<file path="config.mk">
export PLATFORM = sky130hd
export DESIGN_NAME = controlador_busca
export DESIGN_NICKNAME = d
export VERILOG_FILES = /design/src/rtl/controlador_busca.sv
export SDC_FILE = /design/constraint.sdc
export NUM_CORES = 1
export LEC_CHECK = 0
export BUFFER_PORTS_ARGS = -buffer_cell sky130_fd_sc_hd__buf_4
export CORE_MARGIN = 1
export CORE_UTILIZATION = 46
export CTS_CLUSTER_DIAMETER = 120
export CTS_CLUSTER_SIZE = 40
export DETAILED_ROUTE_END_ITERATION = 10
export PLACE_DENSITY = 0.86
export SLEW_MARGIN = 40
export SYNTH_ARGS = -nofsm -noshare
export SYNTH_HDL_FRONTEND = slang
export SYNTH_SLANG_ARGS = --single-unit
</file>
<file path="constraint.sdc">
create_clock -name clk -period 5.7 [get_ports clk]
set_clock_uncertainty 0.1 [all_clocks]
set_input_delay 0.57 -clock clk [delete_from_list [all_inputs] [get_ports clk]]
set_output_delay 0.57 -clock clk [all_outputs]
set_load 0.02 [all_outputs]
</file>
<file path="src/rtl/controlador_busca.sv">
// controlador_busca: instruction fetch sequencer.
// Owns the program counter and drives the instruction memory address.
// It registers each fetched word into a one-entry output stage that has a valid/ready handshake toward decode.
// It handles taken-branch redirects, PC wrap-around, and a sticky misaligned-target error.
// Optional feature: define PARADA_NOP_EN to halt fetch on the all-zero program terminator instead of presenting it.
module controlador_busca #(
    parameter logic [31:0] PC_INICIAL   = 32'h00000000,
    parameter int          NUM_PALAVRAS = 256
) (
    input  logic        clk,
    input  logic        reset,
    output logic [31:0] endereco,
    input  logic [31:0] instrucao,
    output logic [31:0] instr_saida,
    output logic [31:0] pc_saida,
    output logic        valida,
    input  logic        pronto,
    input  logic        desvio_tomado,
    input  logic [31:0] alvo_desvio,
    output logic        parar,
    output logic        erro_alinhamento,
    output logic [31:0] contador_instr
);

    localparam logic [1:0] INICIO = 2'd0;
    localparam logic [1:0] BUSCA  = 2'd1;
    localparam logic [1:0] PARADO = 2'd2;

    // NUM_PALAVRAS is a power of two, so wrapping modulo the memory size is a mask.
    localparam logic [31:0] MASCARA = 32'(NUM_PALAVRAS * 4 - 1);

    logic [1:0]  estado;
    logic [31:0] pc;
    logic [31:0] pc_prox;
    logic        em_busca;
    logic        aceite;
    logic        redir_ok;
    logic        redir_erro;
    logic        quer_carga;
    logic        terminador;
    logic        carga;
    logic        parada;

    assign endereco = pc;

    // Decode this cycle's action. Priority is redirect, then load, then stall.
    always_comb begin
        em_busca   = (estado == BUSCA);
        aceite     = em_busca && valida && pronto;
        redir_ok   = em_busca && desvio_tomado && (alvo_desvio[1:0] == 2'b00);
        redir_erro = em_busca && desvio_tomado && (alvo_desvio[1:0] != 2'b00);
        quer_carga = em_busca && !desvio_tomado && (!valida || pronto);
`ifdef PARADA_NOP_EN
        terminador = (instrucao == 32'h00000000);
`else
        terminador = 1'b0;
`endif
        carga      = quer_carga && !terminador;
        parada     = redir_erro || (quer_carga && terminador);
        pc_prox    = (pc + 32'd4) & MASCARA;
    end

    // Control state: FSM, valid flag, halt and sticky alignment error.
    always_ff @(posedge clk) begin
        if (reset) begin
            estado           <= INICIO;
            valida           <= 1'b0;
            parar            <= 1'b0;
            erro_alinhamento <= 1'b0;
        end else begin
            case (estado)
                INICIO: estado <= BUSCA;
                BUSCA: begin
                    if (parada) begin
                        estado <= PARADO;
                        parar  <= 1'b1;
                        valida <= 1'b0;
                    end else if (redir_ok) begin
                        valida <= 1'b0;
                    end else if (carga) begin
                        valida <= 1'b1;
                    end
                    if (redir_erro) begin
                        erro_alinhamento <= 1'b1;
                    end
                end
                PARADO: valida <= 1'b0;
                default: estado <= INICIO;
            endcase
        end
    end

    // Program counter and output stage. The output stage holds during a stall, so decode sees stable data.
    always_ff @(posedge clk) begin
        if (reset) begin
            pc          <= PC_INICIAL;
            instr_saida <= 32'h00000000;
            pc_saida    <= 32'h00000000;
        end else if (redir_ok) begin
            pc <= alvo_desvio;
        end else if (carga) begin
            instr_saida <= instrucao;
            pc_saida    <= pc;
            pc          <= pc_prox;
        end
    end

    // Count completed handshakes. An accept still counts when it coincides with a redirect.
    always_ff @(posedge clk) begin
        if (reset) begin
            contador_instr <= 32'h00000000;
        end else if (aceite) begin
            contador_instr <= contador_instr + 32'd1;
        end
    end

endmodule

</file>
==> flow_summary.toml, run 1 <==
[timing]
period_needed_ns = 2.671
post-route-period-util = 0.4686
setup_viol = 0
fin_ws_ns = 3.029
rsz0062_at_grt = "false"
hold_viol_final = 0
tns_ns = 0
relSlewSlack = 0.4619
tightestPinTransition_ns = 0.8047
drv_slew = 0
max_freq_ghz = 0.3744

[floorplanning]
die_w_microns = 108.6
die_area_sq_um = 11790
boundaryPins = 199
num_rows = 38
core_sq_um = 10940
start_util = 0.4780
die_y_microns = 108.6

[flow_run]
cap_violations = 0

[grt]
grt_overflow = 0
track_usage = 0.2406
grt_pass1_vias = 4640
antenna_found_initial = 0
grt_max_degree = 71
grt_pass1_wl_microns = 22300

[synthesis]
netlist_instances = 629
ys_warn_count = 0
post-synth-top-area-fraction = 0.5055
synth.distinct_cells = 42
ys_ff_latch = 132
synth_nets = 703
ys_top_cells_by_area = "dfxtp_1 51%, nand2_1 10%, a21oi_1 8.6%"
syn_avg_cell_area_sq_um = 8.311
seq_area_frac_synth = 0.5055
netlist_area_sq_um = 5228
synth_top_cell_by_area = "dfxtp_1"

[power]
ir_worst_vdd_mv = 0.2076
p_leak_nw = 2.925
power_density_nw_per_um2 = 307.5

[clock_network]
cts_hold_buf = 0
cts_htree_levels = 4
clk_latency_ns = 0.41
cts_resized = 0
ctsRootBufferMaster = "clkbuf_16"
path_clk_slew_ns = 0.06
cts_buffer_depth = 2
cts_tree = "built"
cts_sinks = 132
cts_made_buffers = 17
post_cts_buffers = 0

[drt]
dr.pass1.iters = 5
avgRoutedWirePerCell_microns = 14.87
drt_wl_total_microns = 14210
final_antenna_net_count = 0
detail_route.vias_per_cell = 5.422
drt_iter0_markers = 357
vias = 5178
drc = 0

[cells_and_area]
layout_common_cells = "202 x buf_4, 143 x nand2_1, 132 x dfxtp_1, 90 x a21oi_1, 40 x nor2_1"
layout.nets = 876
insertedDiodeCount = 0
final_common_cell = "buf_4"
n_fill_cell = 930
fin_area_sq_um = 7295
syn_to_final_growth_pct = 39.54
drive_above_1_share = 0.2982

[placed_design]
dp_hpwl_microns = 9479
placement.io_buffers = 198
pre_cts_slack_ns = 2.974
gp_congestion = 0.8049
detailed_place.area_sq_um = 6745

[setup_path]
start_kind = "flop"
cp.arrival_ns = 2.90
critical_path_class = "reg2reg"
crit_required_ns = 5.93
end_kind = "flop"
critPathMaxFanout = 50

[run_status]
outcome = "finished clean"

[min_path]
hp-class = "in2reg"
-- worst paths after layout --
check	startpoint	to	slack, ns	cells past startpoint
max reg2reg	estado[1]	endereco[7]	3.03	7
min reg2reg	instr_saida[22]	instr_saida[22]	0.35	2
max	estado[1]	endereco[7]	3.03	7
min	instrucao[4]	instr_saida[4]	0.31	3
-- logic make-up after synthesis --
family                     after synthesis  synth area share
AOI/OAI and AO/OA                      152            0.1699
xor gates and xnor gates                11           0.01843
adders and majority gates                6           0.01436
buffers and inverters                   59           0.04548
DFF                                    132            0.5055
muxes                                    4          0.008138
and+or+nand+nor                        265            0.2382
-- Yosys cell counts (all sizes together) --
cell type / count
a211o: 1
a211oi: 3
a21oi: 90
a22oi: 24
a2bb2oi: 1
a31oi: 3
a32oi: 3
and2: 4
and3: 6
and4: 5
buf: 11
clkbuf: 37
dfxtp: 132
ha: 6
inv: 11
mux2: 2
mux2i: 2
nand2: 143
nand2b: 1
nand3: 9
nand4: 17
nand4b: 1
nor2: 41
nor2b: 3
nor3: 5
nor3b: 2
nor4: 4
nor4bb: 1
o211ai: 2
o21ai: 13
o21ba: 1
o31ai: 11
or2: 1
or3: 8
or4: 14
xnor2: 4
xor2: 7
-- worst max-delay path: stages, from the launching register on --
cell,delay (ns)
dfxtp_1,0.32
inv_1,0.10
ha_1,0.35
nand2b_1,0.27
or2_2,0.53
buf_4,0.36
or3_1,0.40
a31oi_1,0.15
-- stage by stage --
step           hold slack (ns)    util  power, mW  cells
2_1_floorplan           0.3845       -      1.145    629
3_3_place_gp            0.3423  0.6168      1.251    923
3_5_place_dp            0.3466  0.6168      1.255    923
4_1_cts                 0.2946  0.6670      2.261    955
5_1_grt                 0.2931  0.6670      2.337    955
6_report                0.3054  0.6670      2.243    955
-- cell type report --
| cell class | instances | area, sq um | share of cell area |
|---|---|---|---|
| well taps | 140 | 175.2 | 0.02401 |
| repair buffers | 202 | 1516 | 0.2079 |
| multi-input cells | 438 | 2370 | 0.3249 |
| clock inverters | 14 | 120.1 | 0.01647 |
| flip-flops and latches | 132 | 2643 | 0.3623 |
| clock buffers | 18 | 429.2 | 0.05883 |
| inverters | 11 | 41.29 | 0.005660 |
-- routing by layer --
layer  up-vias  track usage  wire length (microns)
li1       2537            -                      -
met1      2394       0.3036                   6024
met2       221       0.3770                   6639
met3        26      0.08379                   1249
met4         0      0.09073                    291
met5         -            0                      0
-- power breakdown --
part / switching, mW / total (mW) / leakage [nW] / internal (mW)
registers: 0.0226 / 0.974 / 1.07 / 0.952
logic: 0.159 / 0.262 / 1.61 / 0.103
clock network: 0.438 / 1.01 / 0.250 / 0.569
-- flip-flops by register name, indices dropped and copies added, names as in the netlist --
| name | cells |
|---|---|
| erro_alinhamento | 1 |
| endereco | 32 |
| estado | 2 |
| instr_saida | 32 |
| contador_instr | 32 |
| valida | 1 |
| pc_saida | 32 |
Note: power is estimated with default switching activity, not from simulation.
==> run 2: changes to the inputs <==
==> constraint.sdc (replaced) <==
create_clock -name clk -period 2.6 [get_ports clk]
set_clock_uncertainty 0.1 [all_clocks]
set_input_delay 0.26 -clock clk [delete_from_list [all_inputs] [get_ports clk]]
set_output_delay 0.26 -clock clk [all_outputs]
set_load 0.02 [all_outputs]
==> run 2 against run 1 <==
  * Non-clock buffer count increased by 56
  * Largest cell class unchanged
  * Count of clock-buffer cells in the layout unchanged
  * Fmax increased by 11%
  * Critical path depth decreased by 1
  * Sequential cell count unchanged
  * Clock power increased by 140%
==> flow_summary.toml, run 2 (synthesis gave the netlist of run 1 again) <==
[run_status]
outcome = "finished clean"

[drt]
detail_route.vias_per_cell = 5.474
dr.pass1.iters = 4
vias = 5534
drt_wl_total_microns = 16150
avgRoutedWirePerCell_microns = 15.97
final_antenna_net_count = 0
drt_iter0_markers = 427
drc = 0

[timing]
period_needed_ns = 2.399
rsz0062_at_grt = "false"
tightestPinTransition_ns = 0.6644
setup_viol = 0
drv_slew = 0
post-route-period-util = 0.9229
hold_viol_final = 0
max_freq_ghz = 0.4168
fin_ws_ns = 0.2005
relSlewSlack = 0.5571
tns_ns = 0
worst_hold_slack_ns = 0.01791

[cells_and_area]
syn_to_final_growth_pct = 51.24
n_fill_cell = 800
layout_common_cells = "210 x buf_4, 143 x nand2_1, 132 x dfxtp_1, 90 x a21oi_1, 46 x dlygate4sd3_1"
final_common_cell = "buf_4"
layout.nets = 932
fin_area_sq_um = 7906
drive_above_1_share = 0.2916
insertedDiodeCount = 0

[grt]
grt_overflow = 0
grt_max_degree = 72
track_usage = 0.2787
antenna_found_initial = 0
grt_pass1_vias = 5282
grt_pass1_wl_microns = 25710

[setup_path]
r2r-start = "estado[1]"
end_kind = "flop"
cp_slowest_cell = "or4_4"
cp.arrival_ns = 2.59
rr_worst_depth = 6
crit_required_ns = 2.80
start_kind = "flop"
critical_path_class = "reg2reg"
critPathMaxFanout = 8
slowest_delay_ns = 0.58
cp_cell_sequence = "inv_1, ha_1, nand4_4, or4_4, nor4_1, mux2_2"
r2r_slack_ns = 0.20
r2r_end = "contador_instr[28]"

[clock_network]
cts_htree_levels = 4
cts_buffer_depth = 2
clk_latency_ns = 0.41
cts_sinks = 132
cts_resized = 0
ctsRootBufferMaster = "clkbuf_16"
cts_made_buffers = 17
cts_tree = "built"
path_clk_slew_ns = 0.06
post_cts_buffers = 0

[min_path]
whs_endpoint = "endereco[7]"
min_from = "alvo_desvio[7]"
hp-class = "in2reg"
hold_depth = 3

[placed_design]
gp_congestion = 0.8295
pre_cts_slack_ns = 0.2220
detailed_place.area_sq_um = 6845
dp_hpwl_microns = 9760
placement.io_buffers = 198

[floorplanning]
core_sq_um = 10940
boundaryPins = 199
die_area_sq_um = 11790
num_rows = 38
start_util = 0.4780
die_w_microns = 108.6
die_y_microns = 108.6

[power]
ir_worst_vdd_mv = 0.4891
power_density_nw_per_um2 = 662.3
p_leak_nw = 3.216

[flow_run]
cap_violations = 0
run 2: cell count changes in the layout (fill, tap and decap cells not counted), sizes merged:
cell	change
bufinv	+2
clkinv	+1
dlygate4sd3	+46
clkinvlp	-4
inv	+1
buf	+10
run 2: repair_timing:
action	in CTS	in global routing
hold buffers	45	1
endpoints found under the setup margin	0	0
hold endpoints to repair	45	1
run 2: through the flow:
step           utilization  total power [mW]  cells
2_1_floorplan            -             2.509    629
3_3_place_gp        0.6260             2.769    933
3_5_place_dp        0.6260             2.777    933
4_1_cts             0.7221             5.251   1010
5_1_grt             0.7230             5.426   1011
6_report            0.7230             5.237   1011
run 2: power by group:
| part | switching, mW | total [mW] | internal [mW] |
|---|---|---|---|
| Clock | 0.962 | 2.43 | 1.47 |
| Sequential | 0.0544 | 2.14 | 2.09 |
| Combinational | 0.377 | 0.668 | 0.291 |
run 2: metal layers:
layer  wire (microns)  track usage  vias to the layer above
met4              352       0.1149                        0
met3             1266      0.09765                       28
met5                0            0                        -
met1             6371       0.3231                     2627
met2             8159       0.4661                      234
li1                 -            -                     2645
run 2: worst max-delay path by stage:
stage,cells after the start,to,slack (ns),start
after floorplan,6,contador_instr[28],0.35,contador_instr[0]
after global placement,6,contador_instr[28],0.33,estado[1]
after detailed placement,6,contador_instr[28],0.22,estado[1]
after CTS,6,contador_instr[28],0.21,estado[1]
after global routing,6,contador_instr[28],0.03,estado[1]
final,6,contador_instr[28],0.20,estado[1]
run 2: layout make-up:
class                      instances  area [sq um]  share of cell area
tap                              140         175.2             0.02216
clock buffer                      18         439.2             0.05555
inverter                          11         41.29            0.005222
multi-input combinational        438          2370              0.2997
clock inverter                    14         161.4             0.02041
timing repair buffer             258          2077              0.2627
sequential                       132          2643              0.3342
run 2: critical path, delay by kind of cell (launching register included):
family,cells,cell delay [ns]
adders and majority gates,1,0.35
buffers and inverters,1,0.10
DFF,1,0.32
muxes,1,0.37
and+or+nand+nor,3,1.06
